===== config.mk =====
export PLATFORM = sky130hd
export DESIGN_NAME = pwm_tone_engine
export DESIGN_NICKNAME = d
export VERILOG_FILES = /design/src/rtl/pwm_tone_engine.sv
export SDC_FILE = /design/constraint.sdc
export NUM_CORES = 1
export LEC_CHECK = 0
export BUFFER_PORTS_ARGS = -buffer_cell sky130_fd_sc_hd__buf_4
export CORE_ASPECT_RATIO = 1.1
export CORE_MARGIN = 2
export CORE_UTILIZATION = 35
export DETAILED_ROUTE_END_ITERATION = 10
export GPL_TIMING_DRIVEN = 0
export PLACE_DENSITY = 0.49
export SKIP_CTS_REPAIR_TIMING = 1
export SYNTH_ARGS = -nofsm -noshare
export SYNTH_HDL_FRONTEND = slang
export SYNTH_SLANG_ARGS = --single-unit

===== constraint.sdc =====
create_clock -name sys_clk -period 13.27 [get_ports sys_clk]
set_clock_uncertainty 0.2 [all_clocks]
set_input_delay 2.654 -clock sys_clk [delete_from_list [all_inputs] [get_ports sys_clk]]
set_output_delay 2.654 -clock sys_clk [all_outputs]
set_load 0.005 [all_outputs]

===== src/rtl/pwm_tone_engine.sv =====
// PWM tone generator: key code selects a note period, octave shifts it down,
// duty sets the high time. Note/duty/octave changes are latched only at period boundaries.
module pwm_tone_engine #(
  parameter int CLK_HZ    = 100_000_000,
  parameter int DUTY_MAX  = 10,
  parameter int DUTY_INIT = 5,
  parameter int OCT_MAX   = 3,
  parameter int DUTY_W    = 7
) (
  input  logic              sys_clk,
  input  logic              sys_rst_n,
  input  logic [3:0]        key_pad,
  input  logic              duty_up,
  input  logic              duty_down,
  input  logic              oct_up,
  input  logic              oct_down,
  output logic              tone_clk,
  output logic [DUTY_W-1:0] duty_level,
  output logic [1:0]        octave,
  output logic              note_active
);

  localparam int BASE_MAX = CLK_HZ / 262;
  localparam int CNT_W    = $clog2(BASE_MAX + 1);
  localparam int PROD_W   = CNT_W + DUTY_W;

  typedef enum logic {IDLE, RUN} state_t;

  state_t             state_q, state_d;
  logic [CNT_W-1:0]   cnt_q, cnt_d;
  logic [CNT_W-1:0]   p_q, p_d, h_q, h_d;
  logic               tone_d;
  logic [DUTY_W-1:0]  duty_q;
  logic [1:0]         oct_q;
  logic [CNT_W-1:0]   base_sel, p_new, h_new;
  logic [PROD_W-1:0]  prod;
  logic               key_ok, boundary;

  always_comb begin
    case (key_pad[2:0])
      3'd0:    base_sel = CNT_W'(CLK_HZ / 262);
      3'd1:    base_sel = CNT_W'(CLK_HZ / 294);
      3'd2:    base_sel = CNT_W'(CLK_HZ / 330);
      3'd3:    base_sel = CNT_W'(CLK_HZ / 349);
      3'd4:    base_sel = CNT_W'(CLK_HZ / 392);
      3'd5:    base_sel = CNT_W'(CLK_HZ / 440);
      3'd6:    base_sel = CNT_W'(CLK_HZ / 494);
      default: base_sel = CNT_W'(CLK_HZ / 523);
    endcase
  end

  // Latch candidates always use the registered duty/octave, never the pulse in flight.
  assign p_new    = base_sel >> oct_q;
  assign prod     = PROD_W'(p_new) * PROD_W'(duty_q);
  assign h_new    = CNT_W'(prod / PROD_W'(DUTY_MAX));
  assign key_ok   = ~key_pad[3];
  assign boundary = (cnt_q == p_q - CNT_W'(1));

  always_comb begin
    state_d = state_q;
    cnt_d   = cnt_q;
    p_d     = p_q;
    h_d     = h_q;
    tone_d  = 1'b0;
    case (state_q)
      IDLE: begin
        cnt_d = '0;
        if (key_ok) begin
          state_d = RUN;
          p_d     = p_new;
          h_d     = h_new;
        end
      end
      RUN: begin
        tone_d = (cnt_q < h_q);
        if (boundary) begin
          cnt_d = '0;
          if (key_ok) begin
            p_d = p_new;
            h_d = h_new;
          end else begin
            state_d = IDLE;
          end
        end else begin
          cnt_d = cnt_q + CNT_W'(1);
        end
      end
    endcase
  end

  always_ff @(posedge sys_clk or negedge sys_rst_n) begin
    if (!sys_rst_n) begin
      state_q  <= IDLE;
      cnt_q    <= '0;
      p_q      <= '0;
      h_q      <= '0;
      tone_clk <= 1'b0;
    end else begin
      state_q  <= state_d;
      cnt_q    <= cnt_d;
      p_q      <= p_d;
      h_q      <= h_d;
      tone_clk <= tone_d;
    end
  end

  // Saturating step controls; opposing pulses in the same cycle cancel.
  always_ff @(posedge sys_clk or negedge sys_rst_n) begin
    if (!sys_rst_n) begin
      duty_q <= DUTY_W'(DUTY_INIT);
      oct_q  <= '0;
    end else begin
      if (duty_up && !duty_down && duty_q < DUTY_W'(DUTY_MAX))
        duty_q <= duty_q + DUTY_W'(1);
      else if (duty_down && !duty_up && duty_q != '0)
        duty_q <= duty_q - DUTY_W'(1);
      if (oct_up && !oct_down && oct_q < 2'(OCT_MAX))
        oct_q <= oct_q + 2'd1;
      else if (oct_down && !oct_up && oct_q != 2'd0)
        oct_q <= oct_q - 2'd1;
    end
  end

  assign duty_level  = duty_q;
  assign octave      = oct_q;
  assign note_active = (state_q == RUN);

endmodule


# Yosys cells after proc, flatten, opt, wreduce, memory -nomap -nowiden
# Cells that the tools add are included.
# W data, S select, Z words.
# totals
ff_bits	68
word_cells	62
# op_classes
n_addsub	6
mul	1
div	1
n_lt_le_gt_ge	3
eq_ne	8
shifts	1
muxes	17
bitwise	1
n_reduce_logical	17
# ops
op	count
$pmux W19 S7	1
$pmux W19 S2	3
$mux W19	5
$div A26 B4 Y26 const B	1
$mul A19 B7 Y26	1
$add A19 B1 Y19 const B	1
$eq A19 B19 Y1	1
$lt A19 B19 Y1	1
$shr A19 B2 Y19	1
$sub A19 B1 Y19 const B	1
$mux W7	2
$eq A3 B3 Y1 const B	3
$logic_and A1 B1 Y1	8
$add A7 B1 Y7 const B	1
$lt A7 B4 Y1 const B	1
$reduce_bool A7 Y1	1
$sub A7 B1 Y7 const B	1
$eq A3 B2 Y1 const B	2
$reduce_bool A2 Y1	3
$logic_not A1 Y1	4
$mux W2	2
$eq A3 B1 Y1 const B	1
$logic_not A3 Y1	1
$mux W1	3
other kinds (6)	6

# Depth between registers and ports, before layout
# Gate-level depths: netlist of the first run.
# depth
word_depth	8
ltp_mapped	57
ltp_nobuf	49

# Least setup slack after synthesis of the first run
# No wires, ideal clock.
# synth_timing
path_kind	input to register
start	input key_pad[1]
end	register h_q[1]
setup_ps	133
arrival_time_ps	14510
slack_ps	-1573
stages	50
path_buffers	7
cell_sequence	clkbuf_1 buf_1 nor2_1 a222oi_1 nand2b_1 fa_1 fa_1 inv_1 fa_1 inv_1 fa_1 inv_1 ha_1 o21a_1 o21a_1 a21oi_2 a211oi_1 o211a_1 (+14 left out) a2111oi_2 or3_1 buf_4 or2_1 buf_4 o21ai_1 a221oi_4 nand3_1 or4_4 a41oi_2 o211ai_1 and4_4 or4_1 o311a_1 nand3b_1 a21bo_1 a211oi_1 a21oi_1
# synth_via
elab_chain_cells	8
# synth_rtl
element	line	text
start, declared	12	input logic [3:0] key_pad,
$eq A3 B3 Y1 (tied with other cells)	40	case (key_pad[2:0])
$pmux W19 S7 *	40	
$shr A19 B2 Y19 *	53	assign p_new = base_sel >> oct_q;
$mul A19 B7 Y26 *	54	assign prod = PROD_W'(p_new) * PROD_W'(duty_q);
$div A26 B4 Y26 *	55	assign h_new = CNT_W'(prod / PROD_W'(DUTY_MAX));
$mux W19 *	68, 78	
$mux W19	76	if (boundary) begin
$pmux W19 S2 *	65	case (state_q)
end signal, assigned	96	h_q <= '0;
end signal, assigned	102	h_q <= h_d;
end, declared	31	logic [CNT_W-1:0] p_q, p_d, h_q, h_d;
# Every way passes the cells marked *; elsewhere a longest branch is shown, timed or not. The select of a mux whose other input is x is not followed.
# A chain may end at the register's enable or synchronous reset.

# Final worst setup path of the first run
# layout_timing
start	input key_pad[2]
end	register h_q[1]
# The elaborated chain is that of the path after synthesis.

==> results by group, run 1 <==
Status
  • Status: finished with violations
  • Violated checks: setup timing

Global routing
  • Largest net degree at the start of global routing: 69
  • Tot GR Track Use: 21.6%
  • Initial antenna violation count: 1
  • GR Overflow Total: 0
  • Vias in the first global route: 12000
  • First-pass GRT wire length: 65.5 mm

Min path
  • Min-delay src: h_q[10]$_DFFE_PN0P_
  • Worst hold stages: 2
  • Worst hold path endpoint: h_q[10]$_DFFE_PN0P_
  • HP Class: register to register

Final layout
  • Filler cells: 3687
  • Ratio of cells with drive above 1 in the final layout: 22.9%
  • Post-layout nets: 1945
  • Synthesis-to-finish area growth: 25.8%

Floorplan
  • Die Y: 204 um
  • Io pins: 21
  • Die X-Extent: 186 um
  • CORE AREA: 36100 um^2
  • Site Rows: 73
  • Die area: 38000 um^2
  • Initial Util: 35.4%

Logic synthesis
  • Syn Area/Cell: 7.65 um^2
  • Synthesis-stage register bit count: 68
  • Top-count cell post-synth: nand2_1
  • Post-synth EDFFs: 0
  • Share of the synthesized area in the top cell type: 13.3%
  • Syn_nets: 1831
  • Post-synthesis cell type count: 130
  • Post-Synthesis Cell Area: 12800 um^2
  • Top cells by area, synth: fa_1, dfrtp_1, ha_1
  • Async SR Flop Fraction: 100%
  • Post-synth top area cell: fa_1
  • Seq/Total Area, Yosys: 13.4%
  • Post-synth top cells: nand2_1, nor2_1, inv_1
  • Synth Warn #: 0
  • Dominant synthesized flop cell: dfrtp_1
  • Synthesized instance count: 1668

Worst setup path
  • CP Class: primary input to register
  • CP max-delay cell: or4_4
  • Reg2reg path depth: 51
  • Crit end category: register
  • FF-to-FF Start: octave[0]$_DFFE_PN0P_
  • CP Data Arrival Time: 15.35 ns
  • Critical Path Fanout Max: 10
  • Crit path launch type: primary input
  • Flop2flop setup slack: -0.87 ns
  • Critical path's largest stage delay: 0.64 ns
  • RR Endpoint: h_q[1]$_DFFE_PN0P_
  • Top cell by count, worst path: buf_6
  • Critical Path RT: 13.27 ns

Drt
  • Total wire length: 42.1 mm
  • Initial DRC count: 858
  • Drt pass-1 iters: 6
  • Drt drc: 0
  • Antenna-violating nets left: 0
  • Vias: 12900
  • Routed WL per cell: 18.5 um
  • Via/cell ratio: 5.67

Clock network
  • Clk sink count: 68
  • CTS tree: yes
  • Reg clk slew, reported paths: 0.06 ns
  • CTS max path bufs: 2
  • CTS H-tree depth: 3
  • Clk root buf: clkbuf_16
  • Clock Latency Late Sink: 0.34 ns
  • Clock buffers created by TritonCTS: 9

STA
  • Setup ws final: -2.08 ns
  • RSZ-0062 raised after global routing: yes
  • Slew headroom: 30.8%
  • Final min period: 15.35 ns
  • Final hold vios: 0
  • Achievable frequency: 65.1 MHz
  • Final setup fails: 8
  • Worst-Margin Slew: 1.04 ns
  • Max Slew Vio Count: 0
  • Period utilisation layout: 116%
  • Setup tns final: -10.34 ns

Placed design
  • Placer congestion estimate: 0.921
  • Detailed placer's ending HPWL: 31.8 mm
  • PortBufs: 20

Job
  • Max_cap viols: 0
final cells by class:
cell class	instances	area [um^2]	area share [%]
repair buffers	103	813	5.07
diodes	1	2.50	0.0156
well taps	487	609	3.80
clock inverters	3	68.8	0.429
flip-flops and latches	68	1700	10.6
multi-input cells	1390	11600	72.1
inverters	124	473	2.95
clock buffers	13	260	1.62
plain buffers	86	547	3.41
flip-flops by register name (all words and copies together) (netlist names):
signal       count
octave           2
cnt_q           19
tone_clk         1
duty_level       7
note_active      1
h_q             19
p_q             19
kinds of logic after synthesis:
family / count (synthesis) / synth area share, %
buf+inv: 211 / 6.65
fa+ha+maj: 154 / 20.1
mux: 20 / 1.73
xor+xnor: 85 / 5.89
flops: 68 / 13.4
compound gates: 460 / 25.8
simple gates: 670 / 26.5
worst max path at each step:
stage,from,slack (ns),end,cells past startpoint
floorplan,key_pad[1],-0.95,h_q[1]$_DFFE_PN0P_,45
global placement,key_pad[1],-3.95,h_q[1]$_DFFE_PN0P_,50
detailed placement,key_pad[0],-3.83,h_q[1]$_DFFE_PN0P_,50
CTS,key_pad[0],-3.53,h_q[1]$_DFFE_PN0P_,50
global route,key_pad[1],-2.61,h_q[1]$_DFFE_PN0P_,53
finish,key_pad[2],-2.08,h_q[1]$_DFFE_PN0P_,53
cells in the final DEF, fill, tap and decap left out, types with 42 or more instances in the layout:
master    Yosys  layout
buf_4         7     103
fa_1         85      81
nand2_1     211     197
inv_1       121     120
a21oi_1      95      72
nor2_1      136     125
o21ai_0      90      72
xnor2_1      47      42
ha_1         68      66
clkbuf_1     58      49
dfrtp_1      66      66
stage by stage:
step	cells	area, um^2	hold slack [ns]	setup slack, ns	utilization (%)
detailed placement	2176	14200	0.274	-3.83	39.3
CTS	2192	14500	0.283	-3.53	40.2
global placement	2175	14200	0.266	-3.95	39.2
global route	2274	16100	0.305	-2.61	44.5
floorplan	1668	13400	0.250	-0.947	-
finish	2275	16100	0.274	-2.08	44.5
critical path: cells and delay by family:
family	cells	cell delay, ns
compound gates	18	3.85
fa+ha+maj	5	2.39
mux	1	0.22
buf+inv	11	1.41
simple gates	18	4.76
metal layers:
metal,up-vias,track usage [%],part of all wire [%]
met5,-,0,0
met4,0,3.63,1.3
met3,39,2.33,3.6
met2,304,37.8,49
met1,6342,29.1,46
li1,6205,-,-
Power of run 1 is not shown: default switching activity piles up to over one toggle a cycle in this logic, so the estimate is an artifact.
==> run 2: changes to the inputs <==
--- a/config.mk
+++ b/config.mk
@@ -11,7 +11,7 @@
 export CORE_UTILIZATION = 35
 export DETAILED_ROUTE_END_ITERATION = 10
 export GPL_TIMING_DRIVEN = 0
-export PLACE_DENSITY = 0.49
+export PLACE_DENSITY = 0.47
 export SKIP_CTS_REPAIR_TIMING = 1
 export SYNTH_ARGS = -nofsm -noshare
 export SYNTH_HDL_FRONTEND = slang
==> constraint.sdc (replaced) <==
create_clock -name sys_clk -period 15.7 [get_ports sys_clk]
set_clock_uncertainty 0.2 [all_clocks]
set_input_delay 3.14 -clock sys_clk [delete_from_list [all_inputs] [get_ports sys_clk]]
set_output_delay 3.14 -clock sys_clk [all_outputs]
set_load 0.005 [all_outputs]
==> run 2 against run 1 <==
  * Via count grew 3.3%
  * The run now ends clean
  * Count of clock-buffer cells in the layout shrank 3
  * Worst setup slack gained 2.2 ns
  * Largest cell class unchanged
  * Die area is the same
  * Global-route usage grew 0.19 points
==> results by group, run 2 (same netlist as run 1, synthesis figures left out) <==
STA
  • Worst-Margin Slew: 1.16 ns (was 1.04 ns)
  • Final setup fails: 0 (was 8)
  • Hold_ws: 0.288 ns (was 0.274 ns)
  • Slew headroom: 22.2% (was 30.8%)
  • Final hold vios: 0 (unchanged)
  • Period utilisation layout: 99.3%
  • Final min period: 15.59 ns
  • Max Slew Vio Count: 0 (unchanged)
  • RSZ-0062 raised after global routing: yes (unchanged)
  • Achievable frequency: 64.1 MHz

Global routing
  • First-pass GRT wire length: 66.3 mm (was 65.5 mm)
  • Tot GR Track Use: 21.8% (was 21.6%)
  • Vias in the first global route: 12300 (was 12000)
  • GR Overflow Total: 0 (unchanged)
  • Initial antenna violation count: 1 (unchanged)
  • Largest net degree at the start of global routing: 69 (unchanged)

Final layout
  • Post-Layout Cell Count: 2341 (was 2275)
  • Post-layout nets: 2012 (was 1945)
  • Ratio of cells with drive above 1 in the final layout: 28.7% (was 22.9%)
  • Commonest non-fill, non-tap cell in the layout: nand2_1 (unchanged)
  • Synthesis-to-finish area growth: 34.1% (was 25.8%)
  • Fin util: 47.4% (was 44.5%)
  • Top Registers: cnt_q x19, h_q x19, p_q x19 (unchanged)
  • Most frequent cells in the layout: nand2_1, buf_4, inv_1, nor2_1, fa_1 (was nand2_1, nor2_1, inv_1, buf_4, fa_1)
  • Ant diodes: 0 (was 1)

Worst setup path
  • Crit path launch type: primary input (unchanged)
  • CP max-delay cell: or4_4 (unchanged)
  • Critical path's largest stage delay: 0.62 ns (was 0.64 ns)
  • CP Data Arrival Time: 15.66 ns (was 15.35 ns)
  • Critical Path Fanout Max: 10 (unchanged)
  • Crit end category: register (unchanged)
  • Critical Path RT: 15.76 ns (was 13.27 ns)
  • CP Class: primary input to register (unchanged)
  • Top cell by count, worst path: buf_4 (was buf_6)

Floorplan
  • Site Rows: 73 (unchanged)
  • Die X-Extent: 186 um (unchanged)
  • Die Y: 204 um (unchanged)
  • Initial Util: 35.4% (unchanged)
  • Die area: 38000 um^2 (unchanged)
  • Io pins: 21 (unchanged)
  • CORE AREA: 36100 um^2 (unchanged)

Drt
  • Via/cell ratio: 5.69 (was 5.67)
  • Antenna-violating nets left: 0 (unchanged)
  • Initial DRC count: 678 (was 858)
  • Total wire length: 43.6 mm (was 42.1 mm)
  • Drt pass-1 iters: 5 (was 6)
  • Drt drc: 0 (unchanged)
  • Vias: 13300 (was 12900)
  • Routed WL per cell: 18.6 um (was 18.5 um)

Clock network
  • Clk sink count: 68 (unchanged)
  • Clk root buf: clkbuf_16 (unchanged)
  • CTS tree: yes (unchanged)
  • Clock Latency Late Sink: 0.35 ns (was 0.34 ns)
  • Reg clk slew, reported paths: 0.06 ns (about the same)
  • CTS max path bufs: 2 (unchanged)
  • Clock buffers created by TritonCTS: 9 (unchanged)
  • CTS H-tree depth: 3 (unchanged)

Job
  • Max_cap viols: 0 (unchanged)

Min path
  • HP Class: register to register (unchanged)

Placed design
  • Placer congestion estimate: 0.920 (was 0.921)
  • DP Cell Count: 2177 (was 2176)
  • PortBufs: 20 (unchanged)
  • Detailed placer's ending HPWL: 31.5 mm (was 31.8 mm)

Status
  • Status: finished, final reports clean (was finished with violations)
==> run 2: worst paths after layout <==
kind | from | to | slack, ns | depth (start not counted)
worst max-delay path | key_pad[2] | h_q[0]$_DFFE_PN0P_ | 0.11 | 54
worst min-delay path | h_q[12]$_DFFE_PN0P_ | h_q[12]$_DFFE_PN0P_ | 0.29 | 2
worst max register to register | octave[1]$_DFFE_PN0P_ | h_q[0]$_DFFE_PN0P_ | 1.47 | 51
worst min register to register | h_q[12]$_DFFE_PN0P_ | h_q[12]$_DFFE_PN0P_ | 0.29 | 2
max in group asynchronous | sys_rst_n | h_q[16]$_DFFE_PN0P_ | 11.97 | 1
min in group asynchronous | sys_rst_n | cnt_q[3]$_DFF_PN0_ | 2.72 | 1
==> run 2: layer usage <==
metal  wire (um)  up-vias  part of all wire [%]  global-route usage (%)
met5           0        -                     0                       0
met4         677        0                   1.6                    3.57
met3        1640       58                   3.8                    1.59
met2       21900      318                    50                    38.0
met1       19400     6599                    44                    30.0
li1            -     6340                     -                       -
==> run 2: layout make-up <==
type                       instances  area, um^2
sequential                        68        1700
inverter                         124         469
clock buffer                      10         239
multi-input combinational       1389       12000
clock inverter                     6        47.5
tap                              487         609
timing repair inverter             1        5.00
timing repair buffer             173        1450
buffer                            83         564
fill                            3645       19000
==> run 2: worst max-delay path: cells and delay by family <==
family,cells,cell delay [ns]
buffers and inverters,13,1.80
xor gates and xnor gates,1,0.36
adders and majority gates,5,2.25
AOI/OAI and AO/OA,15,3.36
and+or+nand+nor,20,4.73
==> run 2: stage by stage <==
step           setup slack [ns]  area (um^2)  TNS (ns)
6_report                  0.107        17100         0
5_1_grt                  -0.381        17100    -0.940
4_1_cts                   -2.22        13800     -9.86
3_5_place_dp              -2.51        13500    -12.35
3_3_place_gp              -2.68        13500    -13.79
2_1_floorplan             0.371        12800         0
Power of run 2 is left out for the same reason.
